## src/rtl/mem_arb_pkg.sv

```systemverilog
// Shared types and widths for the icache/dcache memory-port arbiter.
package mem_arb_pkg;

    localparam int unsigned ADDR_WIDTH = 32;
    localparam int unsigned LINE_WIDTH = 128;

    typedef enum logic [1:0] {IDLE, BUSY, DONE} arb_state_t;
    typedef enum logic {GNT_I, GNT_D} arb_gnt_t;

endpackage

```

## src/rtl/arb_select.sv

```systemverilog
// Winner selection between icache and dcache requests.
// MEM_ARB_ROUND_ROBIN_EN: ties go to the requester that was not granted last.
module arb_select
    import mem_arb_pkg::*;
(
    input  logic     i_req,
    input  logic     d_req,
    input  arb_gnt_t last_grant,
    output logic     valid,
    output arb_gnt_t gnt
);

    assign valid = i_req | d_req;

`ifdef MEM_ARB_ROUND_ROBIN_EN
    always_comb begin
        gnt = GNT_D;
        if (i_req && d_req) begin
            gnt = (last_grant == GNT_D) ? GNT_I : GNT_D;
        end else if (i_req) begin
            gnt = GNT_I;
        end
    end
`else
    // Fixed priority: history is kept by the arbiter but not consulted here.
    logic unused_last_grant;
    assign unused_last_grant = (last_grant == GNT_D);

    always_comb begin
        gnt = GNT_D;
        if (i_req && !d_req) begin
            gnt = GNT_I;
        end
    end
`endif

endmodule

```

## src/rtl/mem_arbiter.sv

```systemverilog
// Shares the datamem line port between icache (read-only) and dcache.
// Optional round-robin tie breaking via MEM_ARB_ROUND_ROBIN_EN (see arb_select).
module mem_arbiter #(
    parameter int unsigned ADDR_WIDTH = mem_arb_pkg::ADDR_WIDTH,
    parameter int unsigned LINE_WIDTH = mem_arb_pkg::LINE_WIDTH
) (
    input  logic                  clk,
    input  logic                  rst,
    input  logic                  i_mem_req,
    input  logic [ADDR_WIDTH-1:0] i_memory_address,
    output logic [LINE_WIDTH-1:0] i_mem_readdata,
    output logic                  i_mem_ready,
    input  logic                  d_mem_req,
    input  logic                  d_WriteEnable,
    input  logic [ADDR_WIDTH-1:0] d_memory_address,
    input  logic [LINE_WIDTH-1:0] d_mem_writedata,
    output logic [LINE_WIDTH-1:0] d_mem_readdata,
    output logic                  d_mem_ready,
    output logic                  mem_req,
    output logic                  WriteEnable,
    output logic [ADDR_WIDTH-1:0] memory_address,
    output logic [LINE_WIDTH-1:0] mem_writedata,
    input  logic [LINE_WIDTH-1:0] mem_readdata,
    input  logic                  mem_ready
);
    import mem_arb_pkg::*;

    arb_state_t            state_q, state_d;
    arb_gnt_t              gnt_q, gnt_d;
    arb_gnt_t              last_grant_q, last_grant_d;
    logic [ADDR_WIDTH-1:0] addr_q, addr_d;
    logic [LINE_WIDTH-1:0] wdata_q, wdata_d;
    logic                  we_q, we_d;
    logic                  sel_valid;
    arb_gnt_t              sel_gnt;

    arb_select u_select (
        .i_req      (i_mem_req),
        .d_req      (d_mem_req),
        .last_grant (last_grant_q),
        .valid      (sel_valid),
        .gnt        (sel_gnt)
    );

    always_ff @(posedge clk) begin
        if (rst) begin
            state_q <= IDLE;
        end else begin
            state_q <= state_d;
        end
    end

    always_comb begin
        state_d = state_q;
        unique case (state_q)
            IDLE:    if (sel_valid) state_d = BUSY;
            BUSY:    if (mem_ready) state_d = DONE;
            DONE:    state_d = IDLE;
            default: state_d = IDLE;
        endcase
    end

    // Ready is zero-latency from mem_ready; suppressed while reset aborts the transfer.
    always_comb begin
        mem_req     = 1'b0;
        i_mem_ready = 1'b0;
        d_mem_ready = 1'b0;
        if (state_q == BUSY) begin
            mem_req = 1'b1;
            if (mem_ready && !rst) begin
                i_mem_ready = (gnt_q == GNT_I);
                d_mem_ready = (gnt_q == GNT_D);
            end
        end
    end

    // Request fields are captured once in IDLE and held for the whole transfer.
    always_comb begin
        gnt_d        = gnt_q;
        addr_d       = addr_q;
        wdata_d      = wdata_q;
        we_d         = we_q;
        last_grant_d = last_grant_q;
        if ((state_q == IDLE) && sel_valid) begin
            gnt_d = sel_gnt;
            if (sel_gnt == GNT_D) begin
                addr_d  = d_memory_address;
                wdata_d = d_mem_writedata;
                we_d    = d_WriteEnable;
            end else begin
                addr_d  = i_memory_address;
                wdata_d = '0;
                we_d    = 1'b0;
            end
        end
        if ((state_q == BUSY) && mem_ready) begin
            last_grant_d = gnt_q;
        end
    end

    always_ff @(posedge clk) begin
        if (rst) begin
            gnt_q        <= GNT_I;
            addr_q       <= '0;
            wdata_q      <= '0;
            we_q         <= 1'b0;
            last_grant_q <= GNT_I;
        end else begin
            gnt_q        <= gnt_d;
            addr_q       <= addr_d;
            wdata_q      <= wdata_d;
            we_q         <= we_d;
            last_grant_q <= last_grant_d;
        end
    end

    assign memory_address = addr_q;
    assign mem_writedata  = wdata_q;
    assign WriteEnable    = we_q;
    assign i_mem_readdata = mem_readdata;
    assign d_mem_readdata = mem_readdata;

endmodule
```

## config.mk

```make
export PLATFORM = sky130hd
export DESIGN_NAME = mem_arbiter
export DESIGN_NICKNAME = d
export VERILOG_FILES = /design/src/rtl/mem_arb_pkg.sv /design/src/rtl/arb_select.sv /design/src/rtl/mem_arbiter.sv
export SDC_FILE = /design/constraint.sdc
export NUM_CORES = 1
export LEC_CHECK = 0
export BUFFER_PORTS_ARGS = -buffer_cell sky130_fd_sc_hd__buf_4
export CAP_MARGIN = 10
export CORE_AREA = 4 4 290 292
export DETAILED_ROUTE_END_ITERATION = 6
export DIE_AREA = 0 0 294 296
export SKIP_CTS_REPAIR_TIMING = 1
export SLEW_MARGIN = 0
export SYNTH_ARGS = -nofsm -noshare
export SYNTH_HDL_FRONTEND = slang
export SYNTH_SLANG_ARGS = --single-unit
```

## constraint.sdc

```tcl
create_clock -name clk -period 2.75 [get_ports clk]
set_clock_uncertainty 0.1 [all_clocks]
set_input_delay 0.275 -clock clk [delete_from_list [all_inputs] [get_ports clk]]
set_output_delay 0.275 -clock clk [all_outputs]
set_load 0.02 [all_outputs]
```

# Word-level counts from Yosys, hierarchy flattened
# Cells that the tools add are included.
[word_totals]
ff_bits = 164
out_inout_bits = 420
wordCells = 29
[classes]
eq_ne = 3
muxes = 12
bitwise = 2
n_reduce_logical = 7
[op_table]
columns = ["cell", "n"]
rows = [
  ["$mux 128", 1],
  ["$mux 32", 1],
  ["$mux 1", 7],
  ["$mux 2", 2],
  ["$ne 2x2->1 const B", 2],
  ["$pmux 2 s2", 1],
  ["$logic_and 1x1->1", 3],
  ["$eq 2x1->1 const B", 1],
  ["$logic_not 1->1", 2],
  ["$logic_not 2->1", 1],
  ["$reduce_and 2->1", 1],
  ["$not 1->1", 1],
  ["$or 1x1->1", 1],
]

# Logic depth before layout (Yosys ltp)
# Gate-level depths: netlist of run 1.
[depth]
word_depth = 4
ltp_mapped = 6
ltp_nobuf = 3

# Modules after synthesis
# From an unflattened synthesis of run 1, not the netlist that was laid out.
[hier_totals]
hier_cells = 958
hier_area_um2 = 8102.8
[modules_own_cells]
columns = ["mod", "instances", "cells_each", "area_per_inst_um2", "seq_area_each_um2"]
rows = [
  ["mem_arbiter", 1, 956, 8090.3, 3303.2],
  ["arb_select", 1, 2, 12.5, 0.0],
]

# Least setup slack after synthesis of run 1
# No wires, ideal clock.
[synth_timing]
path_type = "flip-flop to output port"
from = "register state_q[0]"
to = "output port i_mem_ready"
arrival_time_ns = 1.405
t_required_ns = 2.375
setup_slack_ns = 0.970
path_stages_with_launch = 4
path_buffers = 0
cell_sequence = "dfxtp_1 -> nor2b_1 -> nor3b_1 -> nor2b_1"
[synth_between]
elab_chain_len = 2
[synth_lines]
columns = ["item", "line_no", "rtl"]
rows = [
  ["start: declaration", "mem_arbiter.sv:28", "arb_state_t state_q, state_d;"],
  ["start signal: assignment", "mem_arbiter.sv:49", "state_q <= state_d;"],
  ["$eq 2x1->1", "mem_arbiter.sv:68", "if (state_q == BUSY) begin"],
  ["$mux 1", "mem_arbiter.sv:68", ""],
  ["end: declaration", "mem_arbiter.sv:12", "output logic i_mem_ready,"],
]
# No other way between the ends.

# Worst setup path in the final report of run 1
[layout_timing]
from = "register state_q[1]"
to = "register addr_q[21] (netlist: memory_address[21])"
[layout_between]
elab_chain_len = 2
[layout_lines]
columns = ["item", "line_no", "rtl"]
rows = [
  ["$logic_not 2->1", "mem_arbiter.sv:84", "if ((state_q == IDLE) && sel_valid) begin"],
  ["$logic_and 1x1->1", "mem_arbiter.sv:84", ""],
  ["end signal: assignment", "mem_arbiter.sv:110", "addr_q <= addr_d;"],
  ["end: declaration", "mem_arbiter.sv:31", "logic [ADDR_WIDTH-1:0] addr_q, addr_d;"],
]
# No other way between the ends.
# A chain may end at the register's enable or synchronous reset.

==> results of run 1 <==
-- worst min-delay path by stage --
stage,startpoint,endpoint,cells after the start
2_1_floorplan,d_mem_req,gnt_q$_SDFFE_PP0P_,2
3_3_place_gp,mem_writedata[72]$_SDFFE_PP0P_,mem_writedata[72]$_SDFFE_PP0P_,2
3_5_place_dp,mem_writedata[35]$_SDFFE_PP0P_,mem_writedata[35]$_SDFFE_PP0P_,2
4_1_cts,d_mem_writedata[22],mem_writedata[22]$_SDFFE_PP0P_,3
5_1_grt,rst,mem_writedata[73]$_SDFFE_PP0P_,2
6_report,rst,mem_writedata[63]$_SDFFE_PP0P_,2
-- through the flow --
stage               power (uW)  utilization  setup slack [ns]
finish                    6720        0.154             0.414
global route              7120        0.154             0.279
global placement          4010        0.123             0.868
floorplan                 3880            -             0.970
CTS                       6660        0.130             0.426
detailed placement        4020        0.123             0.837
-- cells in the final DEF, fill, tap and decap left out, types with 2 or more instances in the layout --
master,instances
a21oi_1,162
clkinv_4,4
buf_4,370
inv_8,4
o21ai_0,130
clkinv_8,3
dlygate4sd3_1,195
diode_2,2
nand2_1,194
a311oi_1,32
nor2b_1,2
buf_12,2
nor2_4,2
inv_6,3
clkbuf_16,17
dfxtp_1,164
-- per-layer routing --
layer | track usage | up-vias | routed length [um]
met5 | 0 | - | 13
met4 | 0.0586 | 2 | 2480
met3 | 0.0502 | 156 | 4770
met2 | 0.109 | 583 | 16300
met1 | 0.0755 | 3523 | 13400
li1 | - | 3688 | -
-- flip-flops by register name, indices dropped and copies added, names as in the netlist --
signal,count
WriteEnable,1
gnt_q,1
mem_writedata,128
memory_address,32
state_q,2
-- layout make-up --
| cell class | count | area, sq um |
|---|---|---|
| Timing Repair Buffer | 568 | 4780 |
| Fill cell | 9163 | 69000 |
| Clock inverter | 15 | 160 |
| Clock buffer | 17 | 425 |
| Tap cell | 1070 | 1340 |
| Sequential cell | 164 | 3280 |
| Multi-Input combinational cell | 532 | 2580 |
| Inverter | 1 | 3.75 |
| Antenna cell | 2 | 5.00 |
-- power groups by stage --
stage	clock, uW	combinational, uW	sequential (uW)
CTS	2690	1320	2640
floorplan	0	995	2890
finish	2490	1590	2640
global placement	0	1320	2690
global route	2740	1710	2660
detailed placement	0	1320	2690
-- cell families after synthesis --
| group | Yosys count | synth area share |
|---|---|---|
| buffers and inverters | 335 | 0.283 |
| AOI/OAI and AO/OA | 325 | 0.214 |
| and+or+nand+nor | 207 | 0.101 |
| DFF | 164 | 0.402 |
==> reports/metrics.cfg, run 1 <==
[power_and_ir_drop]
swShare = 0.328
pwr-share-comb = 0.237
power_switching_uw = 2200
p_per_area_mw_per_mm2 = 534
p_leak_uw = 0.00509
power.clock.fraction = 0.370
internal-power_uw = 4520
max-vdd-ir-drop_mv = 0.452
p_seq_frac = 0.393

[route]
postRouteAntennaNets = 0
wl_per_cell_um = 15.6
first_pass_iters = 4
num_vias = 7952
wirelength_um = 37000
drt_iter0_drc = 405
vias_per_cell = 3.36
route.detailed.drc = 0

[global_routing]
grt_first_pass_wirelength_um = 46900
globalRoute.totalOverflow = 0
grt_pass1_vias = 6959
track_usage = 0.0750
grt_max_degree = 89
grt_antenna_before_repair = 7

[setup_path]
worstSetupPathType = reg2reg
startpoint = state_q[1]$_SDFFE_PP0P_
reg2reg_depth = 4
r2r_slack_ns = 0.41
cp.buffers_inverters = 1
crit_chain = or2_4 -> nor2_4 -> a311oi_1 -> dlygate4sd3_1
cp-end-kind = flip-flop
crit_cells = 4
rr_startpoint = state_q[1]$_SDFFE_PP0P_
endpoint = memory_address[21]$_SDFFE_PP0P_
cp_slowest_cell = dlygate4sd3_1
cp.required_ns = 3.02
path_max_fanout = 32
slowest_delay_ns = 0.63
path_delay_family = simple AND/OR/NAND/NOR gates
crit_arrival_ns = 2.61
r2r-end = memory_address[21]$_SDFFE_PP0P_
startpoint_type = flip-flop

[timing]
relSlewSlack = 0.491
setup_tns_ns = 0
rsz0062_at_grt = false
tightest_slew_ns = 0.762
slew_violations = 0
hold_violations = 0
finalSetupViolCount = 0
fmax_mhz = 428
period_share = 0.849
hold_slack_ns = 0.0703
layout_min_cycle_time_ns = 2.34

[cts]
numCtsBuffers = 17
clk_latency_ns = 0.48
clockBufferDepth = 2
clk_pin_slew_ns = 0.08
cts_root_buf = clkbuf_16
clock-sinks = 164
cts_htree_levels = 4
tritoncts = done

[job]
drv_cap = 0

[logic_synthesis]
synth_most_common_cell = buf_4
synth_area_leaders = dfxtp_1 (40%), buf_4 (25%), a21oi_1 (9.9%), nand2_1 (8.9%), o21ai_0 (8.0%)
synth_top_area_cell = dfxtp_1
yosysWarnings = 0
synthTopCellsByCount = buf_4 (272), nand2_1 (194), dfxtp_1 (164), a21oi_1 (162), o21ai_0 (130)
syn_avg_cell_area_sq_um = 7.92
synth_top_area_share = 0.402
synth_cells = 1031
synth_seq_cells = 164
yosysSeqAreaShare = 0.402
syn_nets = 1357
synth_edf_count = 0
syn_area_sq_mm = 0.00816
synth-async-reset-ratio = 0
ys_types = 20
synth-main-ff-cell = dfxtp_1

[floorplan]
rows = 105
die_h_um = 296
core_sq_mm = 0.0816
initial_core_util = 0.100
dieArea_sq_mm = 0.0870
io_pins = 746
die_w_um = 294

[final_layout]
drive_gt1_frac = 0.318
fin_nets = 1610
postLayoutCellArea_sq_mm = 0.0126
area_growth_pct = 54.2
fin_cells = 2369

[placement]
placed_cell_area_sq_mm = 0.0100
dpl.hpwl_um = 25500
portBuffers = 361
place_inst = 2140
gp_congestion = 0.774

[min_path]
holdCritPathClass = in2reg

[outcome]
outcome = finished, final reports clean

(Power assumes the default switching activity.)
==> run 2, diff against run 1 <==
Settings changed: CORE_AREA 4 4 290 292 to 4 4 285 287, DIE_AREA 0 0 294 296 to 0 0 289 291.
Clock period 2.75 ns to 2 ns, I/O delays scaled along.
==> reports/metrics.cfg, run 2 (synthesis gave the netlist of run 1 again) <==
[outcome]
outcome = finished, final reports clean

[timing]
rsz0062_at_grt = false
hold_violations = 0
relSlewSlack = 0.537
finalSetupViolCount = 0
setup_tns_ns = 0
slew_violations = 0
period_share = 0.944
layout_min_cycle_time_ns = 1.89
fmax_mhz = 530
hold_slack_ns = 0.0541
tightest_slew_ns = 0.694
worst_slack_ns = 0.112

[final_layout]
n_antenna_cell = 0
fin_nets = 1619
multi_input_area_sq_mm = 0.00261
final_cell_mix = buf_4 (369), dlygate4sd3_1 (197), nand2_1 (194)
final_common_cell = buf_4
drive_gt1_frac = 0.324
fillers = 8828
area_growth_pct = 55.8
utilization = 0.162
postLayoutCellArea_sq_mm = 0.0127
seq_area_sq_mm = 0.00328
largest_reg_flops = 128

[power_and_ir_drop]
p_leak_uw = 0.00511
power.clock.fraction = 0.364
pwr-share-comb = 0.239
internal-power_uw = 6230
power_switching_uw = 2940
p_per_area_mw_per_mm2 = 721
swShare = 0.320
p_seq_frac = 0.397
max-vdd-ir-drop_mv = 0.514

[cts]
clk_latency_ns = 0.48
cts_htree_levels = 4
clockBufferDepth = 2
numCtsBuffers = 17
tritoncts = done
clock-sinks = 164
cts_root_buf = clkbuf_16
clk_pin_slew_ns = 0.08

[placement]
dpl.hpwl_um = 25100
dp_slack_ns = 0.417
placed_cell_area_sq_mm = 0.0102
gp_congestion = 0.757
portBuffers = 361

[setup_path]
reg2reg_depth = 4
r2r_slack_ns = 0.36
rr_startpoint = state_q[1]$_SDFFE_PP0P_
worstSetupPathType = reg2out
cp-end-kind = output port
crit_arrival_ns = 1.59
startpoint_type = flip-flop
r2r-end = memory_address[25]$_SDFFE_PP0P_
cp.required_ns = 1.70
path_max_fanout = 4

[min_path]
min_to = mem_writedata[51]$_SDFFE_PP0P_
hp-start = i_mem_req
holdCritPathClass = in2reg
min_path_cells = 4

[route]
postRouteAntennaNets = 0
wirelength_um = 36200
first_pass_iters = 4
route.detailed.drc = 0
wl_per_cell_um = 15.4
vias_per_cell = 3.39
num_vias = 7981
drt_iter0_drc = 195

[floorplan]
initial_core_util = 0.104
rows = 103
die_h_um = 291
core_sq_mm = 0.0786
dieArea_sq_mm = 0.0841
io_pins = 746
die_w_um = 289

[global_routing]
grt_first_pass_wirelength_um = 47600
globalRoute.totalOverflow = 0
grt_pass1_vias = 7216
grt_antenna_before_repair = 0
grt_max_degree = 76
track_usage = 0.0780

[job]
drv_cap = 0

==> run 2: per-stage QoR <==
stage | total power, uW | instances
final | 9170 | 2356
after global routing | 9690 | 2356
after CTS | 9100 | 2159
after detailed placement | 5600 | 2127
after global placement | 5590 | 2127
after floorplan | 5340 | 1031
==> run 2: power by group through the flow <==
stage / clock network (uW) / logic [uW] / registers [uW]
after global placement: 0 / 1890 / 3700
after CTS: 3570 / 1890 / 3630
after detailed placement: 0 / 1890 / 3700
final: 3340 / 2190 / 3640
after floorplan: 0 / 1370 / 3970
after global routing: 3650 / 2370 / 3670
==> run 2: how the worst max path moves through the flow <==
stage | startpoint | to | cells past startpoint | slack (ns)
floorplan | state_q[0]$_SDFFE_PP0P_ | i_mem_ready | 3 | 0.30
global placement | state_q[0]$_SDFFE_PP0P_ | i_mem_ready | 4 | 0.35
detailed placement | state_q[0]$_SDFFE_PP0P_ | i_mem_ready | 4 | 0.42
CTS | state_q[0]$_SDFFE_PP0P_ | i_mem_ready | 4 | -0.19
global route | state_q[0]$_SDFFE_PP0P_ | i_mem_ready | 4 | 0.02
finish | state_q[0]$_SDFFE_PP0P_ | i_mem_ready | 4 | 0.11
==> run 2: routing by layer <==
| layer | part of all wire | GRT usage | vias to the layer above |
|---|---|---|---|
| li1 | - | - | 3700 |
| met3 | 0.12 | 0.0463 | 160 |
| met5 | 0.0029 | 0.00930 | - |
| met4 | 0.075 | 0.0643 | 4 |
| met1 | 0.37 | 0.0789 | 3585 |
| met2 | 0.43 | 0.114 | 532 |
==> run 2: final cells by class <==
| type | count | share of cell area |
|---|---|---|
| timing repair buffer | 577 | 0.390 |
| clock buffer | 19 | 0.0356 |
| tap | 1050 | 0.103 |
| multi-input combinational | 532 | 0.205 |
| clock inverter | 13 | 0.00777 |
| sequential | 164 | 0.258 |
| inverter | 1 | 0.000295 |
==> run 2: critical path, stage by stage, from the launching register on <==
cell	delay (ns)
dfxtp_2	0.38
nor2b_4	0.18
nor3b_4	0.21
nor2b_2	0.19
buf_4	0.15
